<file path="config.mk">
export PLATFORM = sky130hd
export DESIGN_NAME = am4_uctl
export DESIGN_NICKNAME = d
export VERILOG_FILES = /design/src/rtl/am4_pkg.sv /design/src/rtl/am4_cmux.sv /design/src/rtl/am4_uctl.sv
export SDC_FILE = /design/constraint.sdc
export NUM_CORES = 1
export LEC_CHECK = 0
export ABC_CLOCK_PERIOD_IN_PS = 3000
export CORE_UTILIZATION = 35
export DETAILED_ROUTE_END_ITERATION = 10
export GPL_TIMING_DRIVEN = 1
export PLACE_DENSITY = 0.74
export SKIP_LAST_GASP = 1
export SYNTH_ARGS = -nofsm -noshare
export SYNTH_HDL_FRONTEND = slang
export SYNTH_SLANG_ARGS = --single-unit
</file>
<file path="constraint.sdc">
create_clock -name clk -period 3 [get_ports clk]
set_clock_uncertainty 0.2 [all_clocks]
set_input_delay 0.9 -clock clk [delete_from_list [all_inputs] [get_ports clk]]
set_output_delay 0.9 -clock clk [all_outputs]
set_load 0.03 [all_outputs]
</file>
<file path="src/rtl/am4_pkg.sv">
// Shared constants for the am4 microprogram controller: sequencer opcodes
// (Am2910-style, 4-bit) and condition-select codes for the condition mux.
package am4_pkg;

   typedef enum logic [3:0] {
      OP_JZ   = 4'd0,
      OP_CJS  = 4'd1,
      OP_JMAP = 4'd2,
      OP_CJP  = 4'd3,
      OP_PUSH = 4'd4,
      OP_JSRP = 4'd5,
      OP_CJV  = 4'd6,
      OP_JRP  = 4'd7,
      OP_RFCT = 4'd8,
      OP_RPCT = 4'd9,
      OP_CRTN = 4'd10,
      OP_CJPP = 4'd11,
      OP_LDCT = 4'd12,
      OP_LOOP = 4'd13,
      OP_CONT = 4'd14,
      OP_JP   = 4'd15
   } am4_op_e;

   // Condition-select codes; external flags start at CS_CC0.
   localparam logic [3:0] CS_TRUE  = 4'd0;
   localparam logic [3:0] CS_CNZ   = 4'd1;
   localparam logic [3:0] CS_CZ    = 4'd2;
   localparam logic [3:0] CS_FALSE = 4'd3;
   localparam logic [3:0] CS_CC0   = 4'd4;

endpackage

</file>
<file path="src/rtl/am4_cmux.sv">
// Condition mux plus polarity control. Selects a counter-derived, constant or
// external condition by csel and XORs it with cinv. Purely combinational.
module am4_cmux
   import am4_pkg::*;
#(
   parameter int CC_W = 8
) (
   input  logic [3:0]      i_csel,
   input  logic            i_cinv,
   input  logic            i_cz,
   input  logic [CC_W-1:0] i_cc,
   output logic            o_tst
);

   logic w_sel;

   // Select the raw condition; unused codes above the flag range read as 0.
   always_comb begin
      w_sel = 1'b0;
      case (i_csel)
         CS_TRUE:  w_sel = 1'b1;
         CS_CNZ:   w_sel = ~i_cz;
         CS_CZ:    w_sel = i_cz;
         CS_FALSE: w_sel = 1'b0;
         default: begin
            for (int k = 0; k < CC_W; k++) begin
               if (int'(i_csel) == int'(CS_CC0) + k) w_sel = i_cc[k];
            end
         end
      endcase
   end

   assign o_tst = w_sel ^ i_cinv;

endmodule

</file>
<file path="src/rtl/am4_uctl.sv">
// am4 microprogram controller: pipeline register for the next microword, loop
// counter, and condition selection feeding an external sequencer.
// Build option: define AM4_CC_LATCH_EN to register cc before the condition
// mux (one-cycle condition latency); undefined, cc feeds the mux directly.
module am4_uctl
   import am4_pkg::*;
#(
   parameter int AM4_ADDR_WIDTH = 10,
   parameter int AM4_CC_WIDTH   = 8
) (
   input  logic                      clk,
   input  logic                      rst_n,
   input  logic                      ena,
   input  logic [AM4_ADDR_WIDTH+8:0] mi,
   input  logic [AM4_ADDR_WIDTH-1:0] map,
   input  logic [AM4_CC_WIDTH-1:0]   cc,
   input  logic                      ctl_n,
   input  logic                      cte_n,
   input  logic                      me_n,
   output logic [3:0]                i,
   output logic [AM4_ADDR_WIDTH-1:0] d,
   output logic                      tst,
   output logic                      cz
);

   localparam int AW = AM4_ADDR_WIDTH;

   logic [3:0]    r_op;
   logic [3:0]    r_csel;
   logic          r_cinv;
   logic [AW-1:0] r_addr;
   logic [AW-1:0] r_cnt;
   logic [AM4_CC_WIDTH-1:0] w_cc;

   // Pipeline register: capture the next microword {seq_op, csel, cinv, addr}.
   always_ff @(posedge clk or negedge rst_n) begin
      if (!rst_n) begin
         r_op   <= OP_JZ;
         r_csel <= CS_TRUE;
         r_cinv <= 1'b0;
         r_addr <= '0;
      end else if (ena) begin
         r_op   <= mi[AW+8:AW+5];
         r_csel <= mi[AW+4:AW+1];
         r_cinv <= mi[AW];
         r_addr <= mi[AW-1:0];
      end
   end

   assign i  = r_op;
   assign d  = me_n ? r_addr : map;
   assign cz = (r_cnt == '0);

   // Loop counter: load from d (load beats count), else saturating decrement.
   always_ff @(posedge clk or negedge rst_n) begin
      if (!rst_n) begin
         r_cnt <= '0;
      end else if (ena) begin
         if (!ctl_n)               r_cnt <= d;
         else if (!cte_n && !cz)   r_cnt <= r_cnt - 1'b1;
      end
   end

`ifdef AM4_CC_LATCH_EN
   logic [AM4_CC_WIDTH-1:0] r_cc;

   // Condition latch: sample external flags on each enabled edge.
   always_ff @(posedge clk or negedge rst_n) begin
      if (!rst_n)   r_cc <= '0;
      else if (ena) r_cc <= cc;
   end

   assign w_cc = r_cc;
`else
   assign w_cc = cc;
`endif

   am4_cmux #(
      .CC_W (AM4_CC_WIDTH)
   ) u_cmux (
      .i_csel (r_csel),
      .i_cinv (r_cinv),
      .i_cz   (cz),
      .i_cc   (w_cc),
      .o_tst  (tst)
   );

endmodule

</file>
[Word level (Yosys, flattened, before mapping)]
Index checks and enable logic that the tools add are counted.
Word-level totals
  register bits: 29
  input port bits: 43
  output and inout bits: 16
  logic and storage cells: 38
Operators by class
  $add $sub $neg: 1
  eq/ne operators: 12
  muxes and demuxes: 12
  bitwise gates (word level): 2
  reductions and logical operators: 6
Operators with widths (count)
  $eq 4x4->1 const B: 8
  $mux 10: 3
  $logic_not 10->1: 1
  $sub 10x1->10 const B: 1
  $eq 4x2->1 const B: 2
  $mux 1: 8
  $eq 4x1->1 const B: 1
  $logic_not 4->1: 1
  $pmux 1 s4: 1
  $logic_not 1->1: 2
  $ne 2x1->1 const B: 1
  $reduce_and 2->1: 1
  $logic_and 1x1->1: 1
  $not 1->1: 1
  $xor 1x1->1: 1

[Logic depth before layout (Yosys ltp)]
Gate-level depths: netlist of the first run.
  word-level depth: 11
  depth in mapped cells: 7
  mapped depth without buffers: 6

[Modules after synthesis]
From an unflattened synthesis of the first run, not the netlist that was laid out.
Second synthesis, totals
  cell total of the unflattened synthesis: 144
  area total of the unflattened synthesis: 1639.1 um^2
Modules (own cells, without submodules)
  am4_uctl: instances 1, cells each 130, area an instance 1521.5 um^2, sequential area each 725.7 um^2
  am4_cmux: instances 1, cells each 14, area an instance 117.6 um^2, sequential area each 0.0 um^2

[Worst setup path after synthesis of the first run]
Ideal clock, no wire load.
  path kind: in2out
  start: input cc[5]
  end: output tst
  arrival time: 2006 ps
  required time: 1900 ps
  path slack: -106 ps
  cell stages on the path: 4
  path buffers: 0
  cells stage by stage: mux4_1 and2b_2 o32ai_2 xnor2_1
On the way
  cells in the longest elaborated chain, start to end: 5
Ends and longest elaborated chain
  start: declaration: RTL line am4_uctl.sv:16  | input logic [AM4_CC_WIDTH-1:0] cc,
  $mux 1 (3 in series): RTL line am4_cmux.sv:27  | if (int'(i_csel) == int'(CS_CC0) + k) w_sel = i_cc[k];
  $pmux 1 s4: RTL line am4_cmux.sv:20  | case (i_csel)
  $xor 1x1->1: RTL line am4_cmux.sv:33  | assign o_tst = w_sel ^ i_cinv;
  end: declaration: RTL line am4_uctl.sv:22  | output logic tst,
No other way between the ends.

[Final worst setup path of the first run]
  start: input cc[7]
  end: output tst
On the way
  cells in the longest elaborated chain, start to end: 3
Ends and longest elaborated chain (RTL line)
  $mux 1: am4_cmux.sv:27
  $pmux 1 s4: am4_cmux.sv:20
  $xor 1x1->1: am4_cmux.sv:33
No other way between the ends.

==> run_summary.xml, run 1 <==
<?xml version="1.0" encoding="UTF-8"?>
<metrics>
  <group name="sta">
    <metric name="timing.final.crit_share" unit="%">108</metric>
    <metric name="setup_slack" unit="ns">-0.239</metric>
    <metric name="finalHoldViolCount" unit="">0</metric>
    <metric name="layout_min_cycle_time" unit="ns">3.24</metric>
    <metric name="slew_viol_final" unit="">0</metric>
    <metric name="clock.fmax" unit="MHz">309</metric>
    <metric name="grt_setup_unrepaired" unit="">yes</metric>
    <metric name="relSlewSlack" unit="%">74.2</metric>
    <metric name="setup_viol" unit="">1</metric>
    <metric name="worst_slew_pin_slew" unit="ns">0.386</metric>
    <metric name="fin_hold_ws" unit="ns">0.283</metric>
  </group>
  <group name="yosys">
    <metric name="synth_top_family_by_area" unit="">multiplexers</metric>
    <metric name="syn-cell-area" unit="um2">1640</metric>
    <metric name="synth_area_in_compound_gates" unit="%">15.4</metric>
    <metric name="yosys_register_bits" unit="">29</metric>
    <metric name="post_synth_fa_ha_maj_area_fraction" unit="%">1.53</metric>
    <metric name="synthSimpleGateAreaFrac" unit="%">11.5</metric>
    <metric name="yosysUniqueCellTypes" unit="">37</metric>
    <metric name="ys_warn_count" unit="">0</metric>
    <metric name="share_of_cell_area_taken_by_muxes_after_synthesis" unit="%">23.6</metric>
    <metric name="post_synth_xor_area_fraction" unit="%">0.536</metric>
    <metric name="syn-num-nets" unit="">186</metric>
    <metric name="synthesized_area_per_cell" unit="um2">11.6</metric>
    <metric name="postSynthCellCount" unit="">141</metric>
    <metric name="synth.yosys.seq_area_share" unit="%">44.4</metric>
  </group>
  <group name="clock_tree">
    <metric name="path_clk_slew" unit="ns">0.06</metric>
    <metric name="cts_buffer_depth" unit="">2</metric>
    <metric name="cts.hold.buffers_added" unit="">0</metric>
    <metric name="insertion_delay" unit="ns">0.28</metric>
    <metric name="cts_inserted_buffers" unit="">5</metric>
    <metric name="clock_sinks" unit="">29</metric>
    <metric name="cts-htree-levels" unit="">2</metric>
    <metric name="cts_root_buf" unit="">sky130_fd_sc_hd__clkbuf_8</metric>
    <metric name="tritoncts" unit="">built</metric>
  </group>
  <group name="power">
    <metric name="power_frac_clock" unit="%">28.8</metric>
    <metric name="powerDensity" unit="nW/um2">476</metric>
    <metric name="share_comb_of_total_power" unit="%">30.2</metric>
    <metric name="leakagePower" unit="nW">1.07</metric>
    <metric name="swShare" unit="%">29.6</metric>
    <metric name="ir_drop" unit="mV">0.249</metric>
    <metric name="power_switching" unit="W">0.000359</metric>
    <metric name="internal_power" unit="W">0.000854</metric>
    <metric name="part_of_the_power_in_registers" unit="%">41.0</metric>
  </group>
  <group name="critical_path">
    <metric name="crit-reg2reg-launch" unit="">r_cnt[0]$_DFFE_PN0P_</metric>
    <metric name="crit_type" unit="">in -&gt; out</metric>
    <metric name="worst_r2r_path_depth" unit="">6</metric>
    <metric name="worstSetupStartpointType" unit="">input pin</metric>
    <metric name="setup.reg_to_reg.worst_slack" unit="ns">1.03</metric>
    <metric name="crit-reg2reg-capture" unit="">r_cnt[7]$_DFFE_PN0P_</metric>
    <metric name="worstPathArrival" unit="ns">2.14</metric>
    <metric name="end_kind" unit="">primary output</metric>
    <metric name="worstPathMaxFanout" unit="">1</metric>
    <metric name="worst-endpoint-required" unit="ns">1.90</metric>
  </group>
  <group name="outcome">
    <metric name="run_status" unit="">complete, but fails checks</metric>
    <metric name="failed_checks" unit="">setup timing</metric>
  </group>
  <group name="layout">
    <metric name="antenna_cells" unit="">0</metric>
    <metric name="most-common-layout-cells" unit="">37 x sky130_fd_sc_hd__clkdlybuf4s50_1, 29 x sky130_fd_sc_hd__dfrtp_1, 20 x sky130_fd_sc_hd__mux2_2</metric>
    <metric name="most_common_cell_after_layout_fill_and_taps_aside" unit="">sky130_fd_sc_hd__clkdlybuf4s50_1</metric>
    <metric name="syn_to_final_growth" unit="%">55.7</metric>
    <metric name="drive_above_1_share" unit="%">37.4</metric>
    <metric name="finish.utilization" unit="%">57.7</metric>
    <metric name="final_net_count" unit="">263</metric>
  </group>
  <group name="die">
    <metric name="floorplan.die_area" unit="um2">4950</metric>
    <metric name="die_height" unit="um">70.4</metric>
    <metric name="design.core.area" unit="um2">4410</metric>
    <metric name="num_rows" unit="">24</metric>
    <metric name="die_w" unit="um">70.4</metric>
    <metric name="floorplan.initialDensity" unit="%">37.0</metric>
    <metric name="num_io_pins" unit="">59</metric>
  </group>
  <group name="global_routing">
    <metric name="grt_max_degree" unit="">30</metric>
    <metric name="vias_in_the_first_global_route" unit="">1380</metric>
    <metric name="antenna_found_initial" unit="">0</metric>
    <metric name="grt.total_usage" unit="%">16.2</metric>
    <metric name="overflow" unit="">0</metric>
    <metric name="grt_pass1_wl" unit="um">6270</metric>
  </group>
  <group name="place">
    <metric name="finalWeightedCongestion" unit="">0.784</metric>
    <metric name="port_buffers" unit="">58</metric>
    <metric name="hpwlAfterDp" unit="um">2800</metric>
  </group>
  <group name="worst_hold_path">
    <metric name="min_path_type" unit="">reg -&gt; reg</metric>
    <metric name="timing.hold.worst_path_depth" unit="">1</metric>
    <metric name="whs_endpoint" unit="">r_addr[9]$_DFFE_PN0P_</metric>
    <metric name="hold_path_startpoint" unit="">r_addr[9]$_DFFE_PN0P_</metric>
  </group>
  <group name="drt">
    <metric name="detail-route-antenna-nets" unit="">0</metric>
    <metric name="avgViaCountPerCell" unit="">5.15</metric>
    <metric name="routed-via-count" unit="">1395</metric>
    <metric name="drt_wl_total" unit="um">3900</metric>
    <metric name="drtPass1Iterations" unit="">4</metric>
    <metric name="wl_per_cell" unit="um">14.4</metric>
    <metric name="route.detailed.drc" unit="">0</metric>
    <metric name="detail_route.iter0.violations" unit="">37</metric>
  </group>
  <group name="flow_run">
    <metric name="timing.max_cap.violations" unit="">0</metric>
  </group>
</metrics>
-- through the flow --
step / instances / cell area, um2 / TNS [ns] / power (W) / setup WS (ns)
2_1_floorplan: 141 / 1660 / -0.00205 / 0.000695 / -0.00205
3_3_place_gp: 262 / 2440 / -6.52 / 0.000857 / -0.598
3_5_place_dp: 262 / 2440 / -6.63 / 0.000865 / -0.612
4_1_cts: 271 / 2530 / -0.260 / 0.00122 / -0.260
5_1_grt: 271 / 2550 / -0.281 / 0.00127 / -0.278
6_report: 271 / 2550 / -0.239 / 0.00121 / -0.239
-- flip-flops by register name, summed over array words and instances (netlist names) --
signal / flops
r_cinv: 1
r_addr: 10
r_csel: 4
i: 4
r_cnt: 10
-- power by group through the flow --
| stage | clock [W] | sequential (W) | combinational [W] |
|---|---|---|---|
| final | 0.000349 | 0.000497 | 0.000366 |
| after CTS | 0.000365 | 0.000495 | 0.000362 |
| after global routing | 0.000375 | 0.000505 | 0.000393 |
| after floorplan | 0 | 0.000501 | 0.000194 |
| after detailed placement | 0 | 0.000502 | 0.000363 |
| after global placement | 0 | 0.000500 | 0.000357 |
-- final cells by class --
class | instances | area, um2
Inverter | 5 | 18.8
Clock inverter | 1 | 5.00
Sequential cell | 29 | 726
Fill cell | 391 | 1870
Timing Repair Buffer | 78 | 736
Clock buffer | 7 | 96.3
Multi-Input combinational cell | 99 | 900
Tap cell | 52 | 65.1
-- logic make-up after synthesis --
family          Yosys count
buf+inv                  13
simple gates             29
mux                      32
compound gates           35
flops                    29
fa+ha+maj                 2
xor+xnor                  1
-- critical path: stages --
cell and delay, ns:
sky130_fd_sc_hd__buf_6 0.09, sky130_fd_sc_hd__mux4_2 0.46, sky130_fd_sc_hd__and2b_2 0.23, sky130_fd_sc_hd__o32ai_4 0.16, sky130_fd_sc_hd__xnor2_4 0.16, sky130_fd_sc_hd__buf_6 0.14
-- worst max-delay path by stage --
| stage | to | cells past startpoint | from |
|---|---|---|---|
| detailed placement | d[8] | 4 | me_n |
| floorplan | tst | 4 | cc[7] |
| CTS | tst | 6 | cc[7] |
| finish | tst | 6 | cc[7] |
| global placement | d[1] | 4 | me_n |
| global route | tst | 6 | cc[7] |
-- timing repair --
item	4_1_cts	5_1_grt
cloned	1	0
resized for setup	83	14
buffers inserted	0	0
pin swaps	3	3
endpoints found under the setup margin	12	6
-- Yosys cell counts, drive strengths merged --
cell	instances	area share [%]
a31o	1	0.54
nand3	4	1.5
dfrtp	29	44
mux2	29	20
nor4	1	1.3
and2b	2	1.1
a2bb2oi	4	2.1
clkbuf	5	1.1
o21a	1	0.46
inv	5	1.1
a21oi	7	2.1
ha	2	1.5
mux4	2	3.0
a21boi	4	1.8
o311ai	2	1.1
o32ai	1	0.99
o22ai	6	2.3
a41oi	1	0.99
buf	3	0.84
nor3	4	1.9
nor2	4	0.92
a31oi	1	0.38
nand2	7	1.6
mux2i	1	0.61
a311oi	1	0.54
nand4	4	1.5
o21ai	5	1.5
a21o	1	0.46
and4	1	0.69
xnor2	1	0.54
nand4b	1	0.54
or3	1	0.38
-- layer usage --
| layer | track usage [%] | wire [um] |
|---|---|---|
| met3 | 5.63 | 265 |
| met4 | 4.22 | 29 |
| met2 | 25.7 | 1720 |
| met1 | 21.1 | 1890 |
| met5 | 0 | 0 |
(Power assumes the default switching activity.)
==> run 2, diff against run 1 <==
Settings changed: SYNTH_HIERARCHICAL set to 1.
==> run_summary.xml, run 2 <==
<?xml version="1.0" encoding="UTF-8"?>
<metrics>
  <group name="yosys">
    <metric name="ys_warn_count" unit="">6</metric>
    <metric name="post-synth-top-area-fraction" unit="%">44.3</metric>
    <metric name="ranking_of_synthesized_cells_by_area" unit="">sky130_fd_sc_hd__dfrtp_1 44%, sky130_fd_sc_hd__mux2_2 20%, sky130_fd_sc_hd__mux2i_1 4.3%, sky130_fd_sc_hd__nand2_1 2.3%, sky130_fd_sc_hd__or3_1 1.9%</metric>
    <metric name="yosys_register_bits" unit="">29</metric>
    <metric name="ys.flop_type" unit="">sky130_fd_sc_hd__dfrtp_1</metric>
    <metric name="post_synth_most_frequent_cells" unit="">29 x sky130_fd_sc_hd__dfrtp_1, 29 x sky130_fd_sc_hd__mux2_2, 10 x sky130_fd_sc_hd__nand2_1</metric>
    <metric name="synth_area_leader_cell" unit="">sky130_fd_sc_hd__dfrtp_1</metric>
    <metric name="postSynthCellCount" unit="">144</metric>
    <metric name="yosysUniqueCellTypes" unit="">43</metric>
    <metric name="syn-cell-area" unit="um2">1640</metric>
    <metric name="fraction_of_synthesis_flops_using_an_asynchronous_set_or_reset_pin" unit="%">100</metric>
    <metric name="synth.yosys.seq_area_share" unit="%">44.3</metric>
    <metric name="synthesized_area_per_cell" unit="um2">11.4</metric>
    <metric name="syn-num-nets" unit="">188</metric>
    <metric name="number_of_synthesized_flops_with_an_enable_pin" unit="">0</metric>
  </group>
  <group name="die">
    <metric name="num_rows" unit="">24</metric>
    <metric name="floorplan.die_area" unit="um2">4960</metric>
    <metric name="die_height" unit="um">70.4</metric>
    <metric name="die_w" unit="um">70.4</metric>
    <metric name="floorplan.initialDensity" unit="%">37.1</metric>
    <metric name="num_io_pins" unit="">59</metric>
    <metric name="design.core.area" unit="um2">4410</metric>
  </group>
  <group name="global_routing">
    <metric name="overflow" unit="">0</metric>
    <metric name="grt_pass1_wl" unit="um">7310</metric>
    <metric name="vias_in_the_first_global_route" unit="">1505</metric>
    <metric name="antenna_found_initial" unit="">0</metric>
    <metric name="grt.total_usage" unit="%">19.0</metric>
    <metric name="grt_max_degree" unit="">30</metric>
  </group>
  <group name="critical_path">
    <metric name="worstPathMaxFanout" unit="">2</metric>
    <metric name="crit-reg2reg-launch" unit="">r_cnt[5]$_DFFE_PN0P_</metric>
    <metric name="end_kind" unit="">primary output</metric>
    <metric name="crit_type" unit="">reg -&gt; out</metric>
    <metric name="worstPathArrival" unit="ns">2.23</metric>
    <metric name="worstSetupStartpointType" unit="">flip-flop</metric>
    <metric name="worst-endpoint-required" unit="ns">1.90</metric>
    <metric name="worstSetupStartpoint" unit="">r_cnt[5]$_DFFE_PN0P_</metric>
  </group>
  <group name="clock_tree">
    <metric name="cts.hold.buffers_added" unit="">0</metric>
    <metric name="cts-htree-levels" unit="">2</metric>
    <metric name="cts_buffer_depth" unit="">2</metric>
    <metric name="cts_root_buf" unit="">sky130_fd_sc_hd__clkbuf_8</metric>
    <metric name="clock_sinks" unit="">29</metric>
    <metric name="cts_inserted_buffers" unit="">5</metric>
    <metric name="path_clk_slew" unit="ns">0.06</metric>
    <metric name="tritoncts" unit="">built</metric>
    <metric name="insertion_delay" unit="ns">0.28</metric>
  </group>
  <group name="layout">
    <metric name="most_common_cell_after_layout_fill_and_taps_aside" unit="">sky130_fd_sc_hd__clkdlybuf4s50_1</metric>
    <metric name="drive_above_1_share" unit="%">36.1</metric>
    <metric name="biggest_regs" unit="">r_addr: 10 flops, r_cnt: 10 flops</metric>
    <metric name="syn_to_final_growth" unit="%">56.1</metric>
    <metric name="antenna_cells" unit="">0</metric>
    <metric name="final_net_count" unit="">276</metric>
    <metric name="most-common-layout-cells" unit="">45 x sky130_fd_sc_hd__clkdlybuf4s50_1, 31 x sky130_fd_sc_hd__buf_4, 29 x sky130_fd_sc_hd__mux2_2, 29 x sky130_fd_sc_hd__dfrtp_1, 10 x sky130_fd_sc_hd__nand2_1</metric>
    <metric name="final_design_area_no_fill" unit="um2">2560</metric>
    <metric name="finish.utilization" unit="%">58.0</metric>
  </group>
  <group name="sta">
    <metric name="timing.final.crit_share" unit="%">111</metric>
    <metric name="finalHoldViolCount" unit="">0</metric>
    <metric name="timing.setup.tns" unit="ns">-0.327</metric>
    <metric name="worst_slew_pin_slew" unit="ns">0.391</metric>
    <metric name="grt_setup_unrepaired" unit="">yes</metric>
    <metric name="slew_viol_final" unit="">0</metric>
    <metric name="clock.fmax" unit="MHz">301</metric>
    <metric name="layout_min_cycle_time" unit="ns">3.33</metric>
    <metric name="setup_viol" unit="">1</metric>
    <metric name="relSlewSlack" unit="%">73.8</metric>
    <metric name="setup_slack" unit="ns">-0.327</metric>
  </group>
  <group name="drt">
    <metric name="detail_route.iter0.violations" unit="">79</metric>
    <metric name="route.detailed.drc" unit="">0</metric>
    <metric name="avgViaCountPerCell" unit="">5.25</metric>
    <metric name="drtPass1Iterations" unit="">4</metric>
    <metric name="drt_wl_total" unit="um">4370</metric>
    <metric name="routed-via-count" unit="">1497</metric>
    <metric name="detail-route-antenna-nets" unit="">0</metric>
    <metric name="wl_per_cell" unit="um">15.3</metric>
  </group>
  <group name="power">
    <metric name="ir_drop" unit="mV">0.275</metric>
    <metric name="leakagePower" unit="nW">1.11</metric>
    <metric name="powerDensity" unit="nW/um2">541</metric>
  </group>
  <group name="flow_run">
    <metric name="timing.max_cap.violations" unit="">0</metric>
  </group>
  <group name="outcome">
    <metric name="failed_checks" unit="">setup timing</metric>
    <metric name="run_status" unit="">complete, but fails checks</metric>
  </group>
  <group name="worst_hold_path">
    <metric name="min_path_type" unit="">reg -&gt; reg</metric>
    <metric name="hold_path_startpoint" unit="">r_addr[7]$_DFFE_PN0P_</metric>
  </group>
  <group name="place">
    <metric name="port_buffers" unit="">58</metric>
    <metric name="hpwlAfterDp" unit="um">3310</metric>
    <metric name="finalWeightedCongestion" unit="">0.960</metric>
    <metric name="post_dp_cell_area" unit="um2">2480</metric>
  </group>
</metrics>
-- run 2: worst max-delay path, cell delays in order (launching register included) --
cell	delay (ns)
sky130_fd_sc_hd__dfrtp_1	0.39
sky130_fd_sc_hd__or4_4	0.57
sky130_fd_sc_hd__nor3_4	0.17
sky130_fd_sc_hd__mux2i_1	0.09
sky130_fd_sc_hd__or3_1	0.31
sky130_fd_sc_hd__nand4_1	0.14
sky130_fd_sc_hd__xnor2_2	0.13
sky130_fd_sc_hd__buf_6	0.15
-- run 2: layout make-up --
class / count / area [um2]
Clock inverter: 2 / 37.5
Timing Repair Buffer: 88 / 759
Fill cell: 394 / 1860
Inverter: 5 / 18.8
Multi-Input combinational cell: 103 / 870
Clock buffer: 6 / 82.6
Tap cell: 52 / 65.1
Sequential cell: 29 / 726
-- run 2: path summary, 6_finish.rpt --
| path | end | slack (ns) | cells after the start |
|---|---|---|---|
| max in group asynchronous | r_csel[2]$_DFFE_PN0P_ | 1.52 | 2 |
| worst min register to register | r_addr[7]$_DFFE_PN0P_ | 0.31 | 1 |
| worst max register to register | r_cnt[1]$_DFFE_PN0P_ | 0.96 | 4 |
| min in group asynchronous | r_cinv$_DFFE_PN0P_ | 0.79 | 2 |
| worst min-delay path | r_addr[7]$_DFFE_PN0P_ | 0.31 | 1 |
| worst max-delay path | tst | -0.33 | 7 |
-- run 2: power by group --
part	internal (W)	switching, W	leakage (nW)
Combinational	0.000247	0.000224	0.710
Sequential	0.000446	0.0000375	0.344
Clock	0.000270	0.000159	0.0574
Total	0.000963	0.000421	1.11
-- run 2: per-stage QoR --
step | cells | power, W | hold WS, ns | setup slack, ns
floorplan | 144 | 0.000737 | 0.275 | -0.247
global placement | 277 | 0.000961 | 0.291 | -0.597
detailed placement | 277 | 0.000969 | 0.295 | -0.616
CTS | 285 | 0.00140 | 0.319 | -0.349
global route | 285 | 0.00145 | 0.336 | -0.418
finish | 285 | 0.00138 | 0.311 | -0.327
-- run 2: per-layer routing --
metal	global-route usage, %	up-vias	wire length, um
met3	5.63	4	360
met1	24.5	704	1850
met4	6.00	0	51
met2	30.6	75	2110
li1	-	714	-
met5	0	-	0
-- run 2: timing repair --
action / in CTS / in global routing
gates resized for setup: 46 / 2
buffers inserted: 0 / 0
endpoints found under the setup margin: 11 / 2
-- run 2: kinds of logic after synthesis --
kind of cell | synth area share [%]
AND/OR/NAND/NOR | 12.7
flip-flops | 44.3
XOR/XNOR | 1.07
buffers and inverters | 3.51
AO/OA/AOI/OAI | 13.5
adder cells (fa/ha/maj) | 0.763
multiplexers | 24.2
==> run 3, diff against run 2 <==
Settings changed: CORE_UTILIZATION 35 to 44, MAX_ROUTING_LAYER set to met4, PLACE_DENSITY 0.74 to 0.88.
==> run_summary.xml, run 3 (synthesized netlist as in run 2, its figures left out) <==
<?xml version="1.0" encoding="UTF-8"?>
<metrics>
  <group name="outcome">
    <metric name="run_status" unit="">complete, but fails checks</metric>
    <metric name="failed_checks" unit="">setup timing</metric>
  </group>
  <group name="critical_path">
    <metric name="end_kind" unit="">primary output</metric>
    <metric name="worstPathMaxFanout" unit="">2</metric>
    <metric name="worst-endpoint-required" unit="ns">1.90</metric>
    <metric name="worstSetupStartpointType" unit="">flip-flop</metric>
    <metric name="worstPathArrival" unit="ns">2.20</metric>
    <metric name="crit_type" unit="">reg -&gt; out</metric>
  </group>
  <group name="power">
    <metric name="power_frac_clock" unit="%">28.3</metric>
    <metric name="ir_drop" unit="mV">0.285</metric>
    <metric name="p_total" unit="W">0.00137</metric>
    <metric name="part_of_the_power_in_registers" unit="%">35.6</metric>
    <metric name="leakagePower" unit="nW">1.13</metric>
    <metric name="power_switching" unit="W">0.000429</metric>
    <metric name="internal_power" unit="W">0.000944</metric>
    <metric name="powerDensity" unit="nW/um2">525</metric>
    <metric name="swShare" unit="%">31.2</metric>
    <metric name="share_comb_of_total_power" unit="%">36.1</metric>
  </group>
  <group name="drt">
    <metric name="route.detailed.drc" unit="">0</metric>
    <metric name="routed-via-count" unit="">1564</metric>
    <metric name="drt_wl_total" unit="um">5010</metric>
    <metric name="detail-route-antenna-nets" unit="">0</metric>
    <metric name="wl_per_cell" unit="um">18.2</metric>
    <metric name="detail_route.iter0.violations" unit="">82</metric>
    <metric name="drtPass1Iterations" unit="">4</metric>
    <metric name="avgViaCountPerCell" unit="">5.67</metric>
  </group>
  <group name="clock_tree">
    <metric name="cts_buffer_depth" unit="">2</metric>
    <metric name="cts_root_buf" unit="">sky130_fd_sc_hd__clkbuf_8</metric>
    <metric name="insertion_delay" unit="ns">0.28</metric>
    <metric name="cts-htree-levels" unit="">2</metric>
    <metric name="cts_inserted_buffers" unit="">5</metric>
    <metric name="cts.hold.buffers_added" unit="">0</metric>
    <metric name="tritoncts" unit="">built</metric>
    <metric name="path_clk_slew" unit="ns">0.06</metric>
    <metric name="clock_sinks" unit="">29</metric>
  </group>
  <group name="sta">
    <metric name="setup_viol" unit="">5</metric>
    <metric name="setup_slack" unit="ns">-0.298</metric>
    <metric name="finalHoldViolCount" unit="">0</metric>
    <metric name="layout_min_cycle_time" unit="ns">3.30</metric>
    <metric name="relSlewSlack" unit="%">55.2</metric>
    <metric name="worst_slew_pin_slew" unit="ns">0.665</metric>
    <metric name="timing.final.crit_share" unit="%">110</metric>
    <metric name="slew_viol_final" unit="">0</metric>
    <metric name="clock.fmax" unit="MHz">303</metric>
    <metric name="grt_setup_unrepaired" unit="">yes</metric>
  </group>
  <group name="die">
    <metric name="die_height" unit="um">63.0</metric>
    <metric name="design.core.area" unit="um2">3440</metric>
    <metric name="die_w" unit="um">63.0</metric>
    <metric name="num_io_pins" unit="">59</metric>
    <metric name="floorplan.initialDensity" unit="%">47.6</metric>
    <metric name="floorplan.die_area" unit="um2">3970</metric>
    <metric name="num_rows" unit="">21</metric>
  </group>
  <group name="place">
    <metric name="place_inst" unit="">266</metric>
    <metric name="post_dp_cell_area" unit="um2">2450</metric>
    <metric name="port_buffers" unit="">58</metric>
    <metric name="finalWeightedCongestion" unit="">0.954</metric>
    <metric name="hpwlAfterDp" unit="um">3280</metric>
  </group>
  <group name="layout">
    <metric name="final_net_count" unit="">274</metric>
    <metric name="antenna_cells" unit="">0</metric>
    <metric name="post_layout_nonfiller_instances" unit="">276</metric>
    <metric name="most_common_cell_after_layout_fill_and_taps_aside" unit="">sky130_fd_sc_hd__clkdlybuf4s50_1</metric>
    <metric name="fillerInstances" unit="">224</metric>
    <metric name="syn_to_final_growth" unit="%">59.6</metric>
    <metric name="most-common-layout-cells" unit="">45 x sky130_fd_sc_hd__clkdlybuf4s50_1, 29 x sky130_fd_sc_hd__dfrtp_1, 27 x sky130_fd_sc_hd__buf_4</metric>
    <metric name="drive_above_1_share" unit="%">35.7</metric>
    <metric name="biggest_regs" unit="">r_addr: 10 flops, r_cnt: 10 flops</metric>
    <metric name="final_design_area_no_fill" unit="um2">2620</metric>
    <metric name="finish.utilization" unit="%">76.0</metric>
  </group>
  <group name="global_routing">
    <metric name="antenna_found_initial" unit="">0</metric>
    <metric name="grt.total_usage" unit="%">29.5</metric>
    <metric name="grt_max_degree" unit="">30</metric>
    <metric name="overflow" unit="">0</metric>
    <metric name="grt_pass1_wl" unit="um">8540</metric>
    <metric name="vias_in_the_first_global_route" unit="">1754</metric>
  </group>
  <group name="flow_run">
    <metric name="timing.max_cap.violations" unit="">0</metric>
  </group>
  <group name="worst_hold_path">
    <metric name="min_path_type" unit="">reg -&gt; reg</metric>
  </group>
</metrics>
==> run 3: cell count changes in the layout (fill, tap and decap cells not counted), moves of 3 or more <==
cell / before / now
sky130_fd_sc_hd__buf_4: 31 / 27
sky130_fd_sc_hd__clkdlybuf4s15_2: 0 / 5
sky130_fd_sc_hd__mux2_4: 0 / 3
sky130_fd_sc_hd__mux2_2: 29 / 26
sky130_fd_sc_hd__buf_2: 9 / 1
sky130_fd_sc_hd__buf_6: 2 / 6
==> run 3: critical path, stage by stage (launching register included) <==
cell,delay [ns]
sky130_fd_sc_hd__dfrtp_1,0.38
sky130_fd_sc_hd__or4_4,0.57
sky130_fd_sc_hd__nor3_4,0.16
sky130_fd_sc_hd__mux2i_1,0.09
sky130_fd_sc_hd__or3_1,0.30
sky130_fd_sc_hd__nand4_1,0.13
sky130_fd_sc_hd__xnor2_2,0.13
sky130_fd_sc_hd__buf_6,0.15
==> run 3: timing repair <==
| item | CTS | global route |
|---|---|---|
| buffers inserted | 2 | 0 |
| cloned | 1 | 0 |
| resized for setup | 52 | 8 |
| endpoints found under the setup margin | 11 | 7 |
==> run 3: final timing paths <==
path	to	slack, ns	cells past startpoint	startpoint
max reg2reg	r_cnt[8]$_DFFE_PN0P_	0.59	5	r_cnt[5]$_DFFE_PN0P_
max in group asynchronous	r_cnt[5]$_DFFE_PN0P_	1.51	2	rst_n
min in group asynchronous	r_addr[8]$_DFFE_PN0P_	0.80	2	rst_n
min reg2reg	i[2]$_DFFE_PN0P_	0.30	1	i[2]$_DFFE_PN0P_
max	tst	-0.30	7	r_cnt[5]$_DFFE_PN0P_
min	i[2]$_DFFE_PN0P_	0.30	1	i[2]$_DFFE_PN0P_
==> run 3: through the flow <==
| step | hold WS (ns) | setup TNS, ns | setup WS, ns |
|---|---|---|---|
| 6_report | 0.305 | -0.421 | -0.298 |
| 5_1_grt | 0.333 | -0.603 | -0.399 |
| 4_1_cts | 0.309 | -0.313 | -0.313 |
| 3_5_place_dp | 0.293 | -6.09 | -0.594 |
| 3_3_place_gp | 0.287 | -6.00 | -0.588 |
| 2_1_floorplan | 0.275 | -0.247 | -0.247 |
==> run 3: final cells by class <==
| cell class | instances | area (um2) | area share [%] |
|---|---|---|---|
| Tap cell | 46 | 57.6 | 2.20 |
| Inverter | 5 | 18.8 | 0.717 |
| Clock inverter | 2 | 35.0 | 1.34 |
| Clock buffer | 5 | 68.8 | 2.63 |
| Multi-Input combinational cell | 103 | 881 | 33.7 |
| Timing Repair Buffer | 86 | 830 | 31.7 |
| Sequential cell | 29 | 726 | 27.7 |
==> run 3: power groups by stage <==
stage / logic [W] / registers, W / clock network (W)
final: 0.000496 / 0.000488 / 0.000389
after floorplan: 0.000236 / 0.000501 / 0
after CTS: 0.000482 / 0.000485 / 0.000394
after global routing: 0.000531 / 0.000494 / 0.000417
after detailed placement: 0.000464 / 0.000493 / 0
after global placement: 0.000446 / 0.000488 / 0
==> run 3: routing by layer <==
layer,wire (um),part of all wire (%),global-route usage (%),up-vias
met5,0,0,-,-
met4,177,3.5,12.8,0
met3,421,8.4,6.39,17
met2,2500,50,49.9,106
met1,1910,38,33.3,731
li1,-,-,-,710
==> edit 1, RTL diff (settings of run 3) <==
Set the parameter `AM4_ADDR_WIDTH` to 9 (it was 10).
--- a/src/rtl/am4_uctl.sv
+++ b/src/rtl/am4_uctl.sv
@@ -5,7 +5,7 @@
 module am4_uctl
    import am4_pkg::*;
 #(
-   parameter int AM4_ADDR_WIDTH = 10,
+   parameter int AM4_ADDR_WIDTH = 9,
    parameter int AM4_CC_WIDTH   = 8
 ) (
    input  logic                      clk,
Ports: changed (resized d, map and mi); port bits go from 59 to 56. The function was not compared with the original's and may differ.
==> edit 1 against run 3 <==
- the run still ends with setup timing left
- highest routed layer unchanged
- largest cell class unchanged
- routed wire length fell by 9.9%
- design area fell by 8.8%
- critical path depth rose by 2
- synthesized area decreased by 7.8%
- sequential cell count down 2
- setup slack worse by 0.40 ns
- power fell by 25%
==> edit 1: results (changes against run 3) <==
Clock tree:
- The clock latency on the worst-skew pair came to 0.34 ns (+0.06 ns).
- The cell sitting at the root of the clock tree is a sky130_fd_sc_hd__clkbuf_4.
- The post-cts repair resize count is 42 (-19%).
- The post-CTS setup buffer count came to 1 (-1).
- The H-tree depth reported by CTS is 1 (-1).
- The clock transition at the register clock pins on the worst setup and hold paths after CTS is 0.16 ns (+0.10 ns).

GRT:
- The via count of the first global-routing pass is 1,572 (-10%).
- The total global routing track utilization is 27.6% (-1.9 points).
- The largest net degree at the start of global routing is 31 (+3.3%).
- The first-pass GRT wire length is 7.11 mm (-17%).

Placed design:
- The estimated wirelength of the detail-placed design is 3.26 mm (-0.71%).
- The routability congestion estimate is 0.985 (+3.2%).
- The number of buffer cells added on primary ports is 55 (-5.2%).
- The post-place instance area came to 0.00232 sq mm (-5.2%).
- The setup slack after placement is -0.613 ns (-0.0186 ns).

Run status:
- The run finished, with violations left.
- The checks that failed: setup timing.

Hold path:
- For hold timing, the worst endpoint is r_addr[2]$_DFFE_PN0P_.
- The startpoint identified for the worst hold timing path is r_addr[2]$_DFFE_PN0P_.

Timing:
- The final number of setup-violating endpoints is 2 (-3).
- The relative slew slack is 65.5% (+10 points).
- The worst slack on hold paths came to 0.320 ns (+0.0148 ns).
- The setup slack of the critical path after layout was -0.701 ns (-0.403 ns).
- The total negative slack for setup checks is -0.854 ns (-0.433 ns).

Pwr:
- The total leakage power is 1.03 nW (-9.3%).

Synthesis:
- The synthesis-stage register bit count came to 27 (-6.9%).
- The number of distinct library cell variants in the gate-level netlist after synthesis is 42 (-2.3%).
- The sequential element share of the synthesized area came to 44.7% (+0.43 points).
- By area the synthesized netlist is led by sky130_fd_sc_hd__dfrtp_1, sky130_fd_sc_hd__mux2_2, sky130_fd_sc_hd__mux2i_1, sky130_fd_sc_hd__nand2_1, sky130_fd_sc_hd__a21oi_1.
- Ranked by instance count, the synthesized netlist is headed by sky130_fd_sc_hd__dfrtp_1, sky130_fd_sc_hd__mux2_2, sky130_fd_sc_hd__nand2_1, sky130_fd_sc_hd__inv_1, sky130_fd_sc_hd__mux2i_1.
- The number of instances in the synthesized netlist is 137 (-4.9%).

Drt:
- The average vias per placed instance is 5.71 (+0.74%).
- The initial DRC count is 99 (+21%).

Setup path:
- The worst stage delay on the critical path is 0.49 ns (-0.08 ns).
- The internal reg-to-reg setup slack is 0.75 ns (+0.16 ns).
- The number of cells traversed by the worst register-to-register path is 7 (+2).
- In this run the critical register-to-register path is launched from r_cnt[0]$_DFFE_PN0P_.

Cells and area:
- The count of fill cells added during filler insertion is 225 (+0.45%).
- The ratio of cells with drive above 1 in the final layout came to 35.0% (-0.65 points).
- The total number of nets in the final design is 263 (-4.0%).
## edit 1: cell types whose count changed after synthesis, sizes merged, moves of 3 or more
cell           run 3  this run
o311ai             3         0
nand3              6         3
nand2b             1         4
o22ai              1         4
o31ai              4         1
## edit 1: cells by family after synthesis
group | count (synthesis) | share of synthesized area [%]
simple gates | 41 | 15.8
mux | 33 | 24.1
flops | 27 | 44.7
compound gates | 22 | 10.4
buf+inv | 12 | 3.56
xor+xnor | 1 | 0.580
fa+ha+maj | 1 | 0.828
## edit 1: power breakdown
part           leakage [nW]  switching [mW]  internal (mW)
registers             0.318          0.0361          0.411
logic                 0.697           0.190          0.225
clock network        0.0150           0.111         0.0523
total                  1.03           0.337          0.688
## edit 1: how the worst max path moves through the flow
stage | from | to | slack (ns) | cells after the start
after global routing | r_cnt[0]$_DFFE_PN0P_ | tst | -0.83 | 9
after floorplan | r_cnt[0]$_DFFE_PN0P_ | tst | -0.41 | 8
final | r_cnt[0]$_DFFE_PN0P_ | tst | -0.70 | 9
after detailed placement | me_n | d[0] | -0.61 | 4
after global placement | me_n | d[4] | -0.58 | 4
after CTS | r_cnt[0]$_DFFE_PN0P_ | tst | -0.67 | 9
## edit 1: layout make-up
type / instances / area (sq um) / area share, %
clock buffer: 4 / 26.3 / 1.10
inverter: 6 / 22.5 / 0.943
timing repair buffer: 85 / 795 / 33.3
tap: 44 / 55.1 / 2.31
sequential: 27 / 676 / 28.3
multi-input combinational: 98 / 813 / 34.1
## edit 1: per-layer routing
layer	vias up	wire length, um	part of all wire (%)	GRT usage, %
li1	681	-	-	-
met1	730	1760	39	32.4
met2	77	2320	51	46.6
met3	19	304	6.7	4.26
met4	0	131	2.9	12.3
met5	-	0	0	-
==> edit 2, RTL diff (config.mk and constraints of run 3) <==
Made on the original files. Add an input register stage for `mi`, `map`, `ctl_n`, `cte_n` and `me_n`; this delays them by one clock. The other inputs are not delayed to match.
--- a/src/rtl/am4_uctl.sv
+++ b/src/rtl/am4_uctl.sv
@@ -25,6 +25,20 @@
 
    localparam int AW = AM4_ADDR_WIDTH;
 
+   logic [AM4_ADDR_WIDTH+8:0] mi_q;
+   logic [AM4_ADDR_WIDTH-1:0] map_q;
+   logic ctl_n_q;
+   logic cte_n_q;
+   logic me_n_q;
+
+   always_ff @(posedge clk) begin
+      mi_q    <= mi;
+      map_q   <= map;
+      ctl_n_q <= ctl_n;
+      cte_n_q <= cte_n;
+      me_n_q  <= me_n;
+   end
+
    logic [3:0]    r_op;
    logic [3:0]    r_csel;
    logic          r_cinv;
@@ -40,15 +54,15 @@
          r_cinv <= 1'b0;
          r_addr <= '0;
       end else if (ena) begin
-         r_op   <= mi[AW+8:AW+5];
-         r_csel <= mi[AW+4:AW+1];
-         r_cinv <= mi[AW];
-         r_addr <= mi[AW-1:0];
+         r_op   <= mi_q[AW+8:AW+5];
+         r_csel <= mi_q[AW+4:AW+1];
+         r_cinv <= mi_q[AW];
+         r_addr <= mi_q[AW-1:0];
       end
    end
 
    assign i  = r_op;
-   assign d  = me_n ? r_addr : map;
+   assign d  = me_n_q ? r_addr : map_q;
    assign cz = (r_cnt == '0);
 
    // Loop counter: load from d (load beats count), else saturating decrement.
@@ -56,8 +70,8 @@
       if (!rst_n) begin
          r_cnt <= '0;
       end else if (ena) begin
-         if (!ctl_n)               r_cnt <= d;
-         else if (!cte_n && !cz)   r_cnt <= r_cnt - 1'b1;
+         if (!ctl_n_q)               r_cnt <= d;
+         else if (!cte_n_q && !cz)   r_cnt <= r_cnt - 1'b1;
       end
    end
 
Check against the original RTL: not equivalent (Yosys sat finds a counterexample within 4 cycles, from zero or initial values and one cycle with rst_n low).
==> edit 2 against run 3 <==
- the run still ends with setup timing left
- clock power grew 84%
- routed wire length shrank 8.6%
- power grew 54%
- highest routed layer unchanged
- setup slack lost 0.11 ns
- critical path depth grew 3
- register-to-register slack gained 0.43 ns
- design area grew 27%
- sequential power grew 96%
- synthesized area grew 40%
- synthesized cell count grew 26%
- non-clock buffer count shrank 6
- via count grew 7.4%
- critical path type unchanged
- sequential cell count grew 32
==> edit 2: results (changes against run 3) <==
Drt:
- The average vias per placed instance is 5.00 (-12%).
- The routed wire length on met3 is 186 um (-56%).
- The initial DRC count is 81 (-1.2%).
- The met1 routed wirelength after detailed routing is 2.06 mm (+7.7%).
- The routed wire length on met2 was 2.22 mm (-11%).

Setup path:
- The worst register-to-register path ends at r_cnt[5]$_DFFE_PN0P_.
- The slowest cell on the critical path is sky130_fd_sc_hd__dfrtp_1.
- The worst stage delay on the critical path was 0.40 ns (-0.17 ns).
- The number of cells traversed by the worst register-to-register path is 9 (+4).
- The worst flop-to-flop path startpoint is r_cnt[0]$_DFFE_PN0P_.

Timing:
- The total negative slack for setup checks is -0.408 ns (+0.0133 ns).
- The setup slack of the critical path after layout was -0.408 ns (-0.110 ns).
- The relative slew slack is 68.1% (+13 points).
- The final number of setup-violating endpoints is 1 (-4).

Clock tree:
- The clock latency on the worst-skew pair was 0.34 ns (+0.06 ns).
- The TritonCTS buffer count is 9 (+4).
- The H-tree depth reported by CTS was 3 (+1).

Run status:
- The checks that failed: setup timing.
- The flow ran to the end, but the final reports show violations.

Synthesis:
- In the post-synthesis netlist, the biggest area contributors are sky130_fd_sc_hd__dfrtp_1, sky130_fd_sc_hd__dfxtp_1, sky130_fd_sc_hd__mux2_1, sky130_fd_sc_hd__mux2i_1, sky130_fd_sc_hd__a32o_1.
- The number of distinct library cell variants in the gate-level netlist after synthesis is 35 (-19%).
- The average cell area after synthesis is 12.7 sq um (+12%).
- The sequential element share of the synthesized area is 59.3% (+15 points).

GRT:
- The total global routing track utilization is 19.9% (-9.6 points).
- The via count of the first global-routing pass is 1,684 (-4.0%).
- The first-pass GRT wire length is 7.59 mm (-11%).

Cells and area:
- The count of fill cells added during filler insertion came to 374 (+67%).
- The ratio of cells with drive above 1 in the final layout is 20.8% (-15 points).

Pwr:
- The reported clock group power is 715 uW (+84%).
- The peak supply drop is 351 uV (+23%).
- The register share of total power is 45.2% (+9.6 points).

Placed design:
- The instance count after placement with tap cells included is 315 (+18%).
- The estimated wirelength of the detail-placed design is 3.26 mm (-0.56%).

Hold path:
- The worst min-delay path endpoint is r_addr[1]$_DFFE_PN0P_.
[edit 2: worst max-delay path by stage]
stage                              start  endpoint  slack, ns  cells past startpoint
finish              r_cnt[0]$_DFFE_PN0P_       tst      -0.41                     10
global route        r_cnt[0]$_DFFE_PN0P_       tst      -0.52                     10
CTS                 r_cnt[0]$_DFFE_PN0P_       tst      -0.43                     10
detailed placement                 cc[4]       tst      -0.33                      6
global placement                   cc[5]       tst      -0.30                      6
floorplan           r_cnt[0]$_DFFE_PN0P_       tst      -0.09                      9
[edit 2: stage by stage]
step / worst slack (ns) / cell area [sq um] / hold slack (ns) / util (%)
after floorplan: -0.0918 / 2330 / 0.224 / -
after global placement: -0.301 / 3070 / 0.225 / 62.9
after detailed placement: -0.329 / 3070 / 0.235 / 62.9
after CTS: -0.427 / 3290 / 0.253 / 67.4
after global routing: -0.517 / 3310 / 0.263 / 67.8
final: -0.408 / 3310 / 0.249 / 67.8
[edit 2: routing by layer]
layer  up-vias  track usage, %
met1       800            23.6
met5         -               -
met4         0            12.8
met3        12            4.47
met2        58            30.4
li1        809               -
[edit 2: final cells by class]
class,instances,area share [%]
Timing Repair Buffer,80,22.5
Clock inverter,7,2.31
Tap cell,67,2.53
Multi-Input combinational cell,105,26.8
Clock buffer,9,3.74
Sequential cell,61,41.3
Inverter,7,0.869
[edit 2: what timing repair did]
action / in CTS / in global routing
resized for setup: 6 / 4
pin swaps: 2 / 1
setup buffers: 3 / 2
endpoints found under the setup margin: 2 / 3
gates cloned: 0 / 0
[edit 2: logic make-up after synthesis]
group                    share of synthesized area (%)
adder cells (fa/ha/maj)                          0.543
AND/OR/NAND/NOR                                   11.2
multiplexers                                      18.5
flip-flops                                        59.3
XOR/XNOR                                         0.381
AO/OA/AOI/OAI                                     6.63
buffers and inverters                             3.42
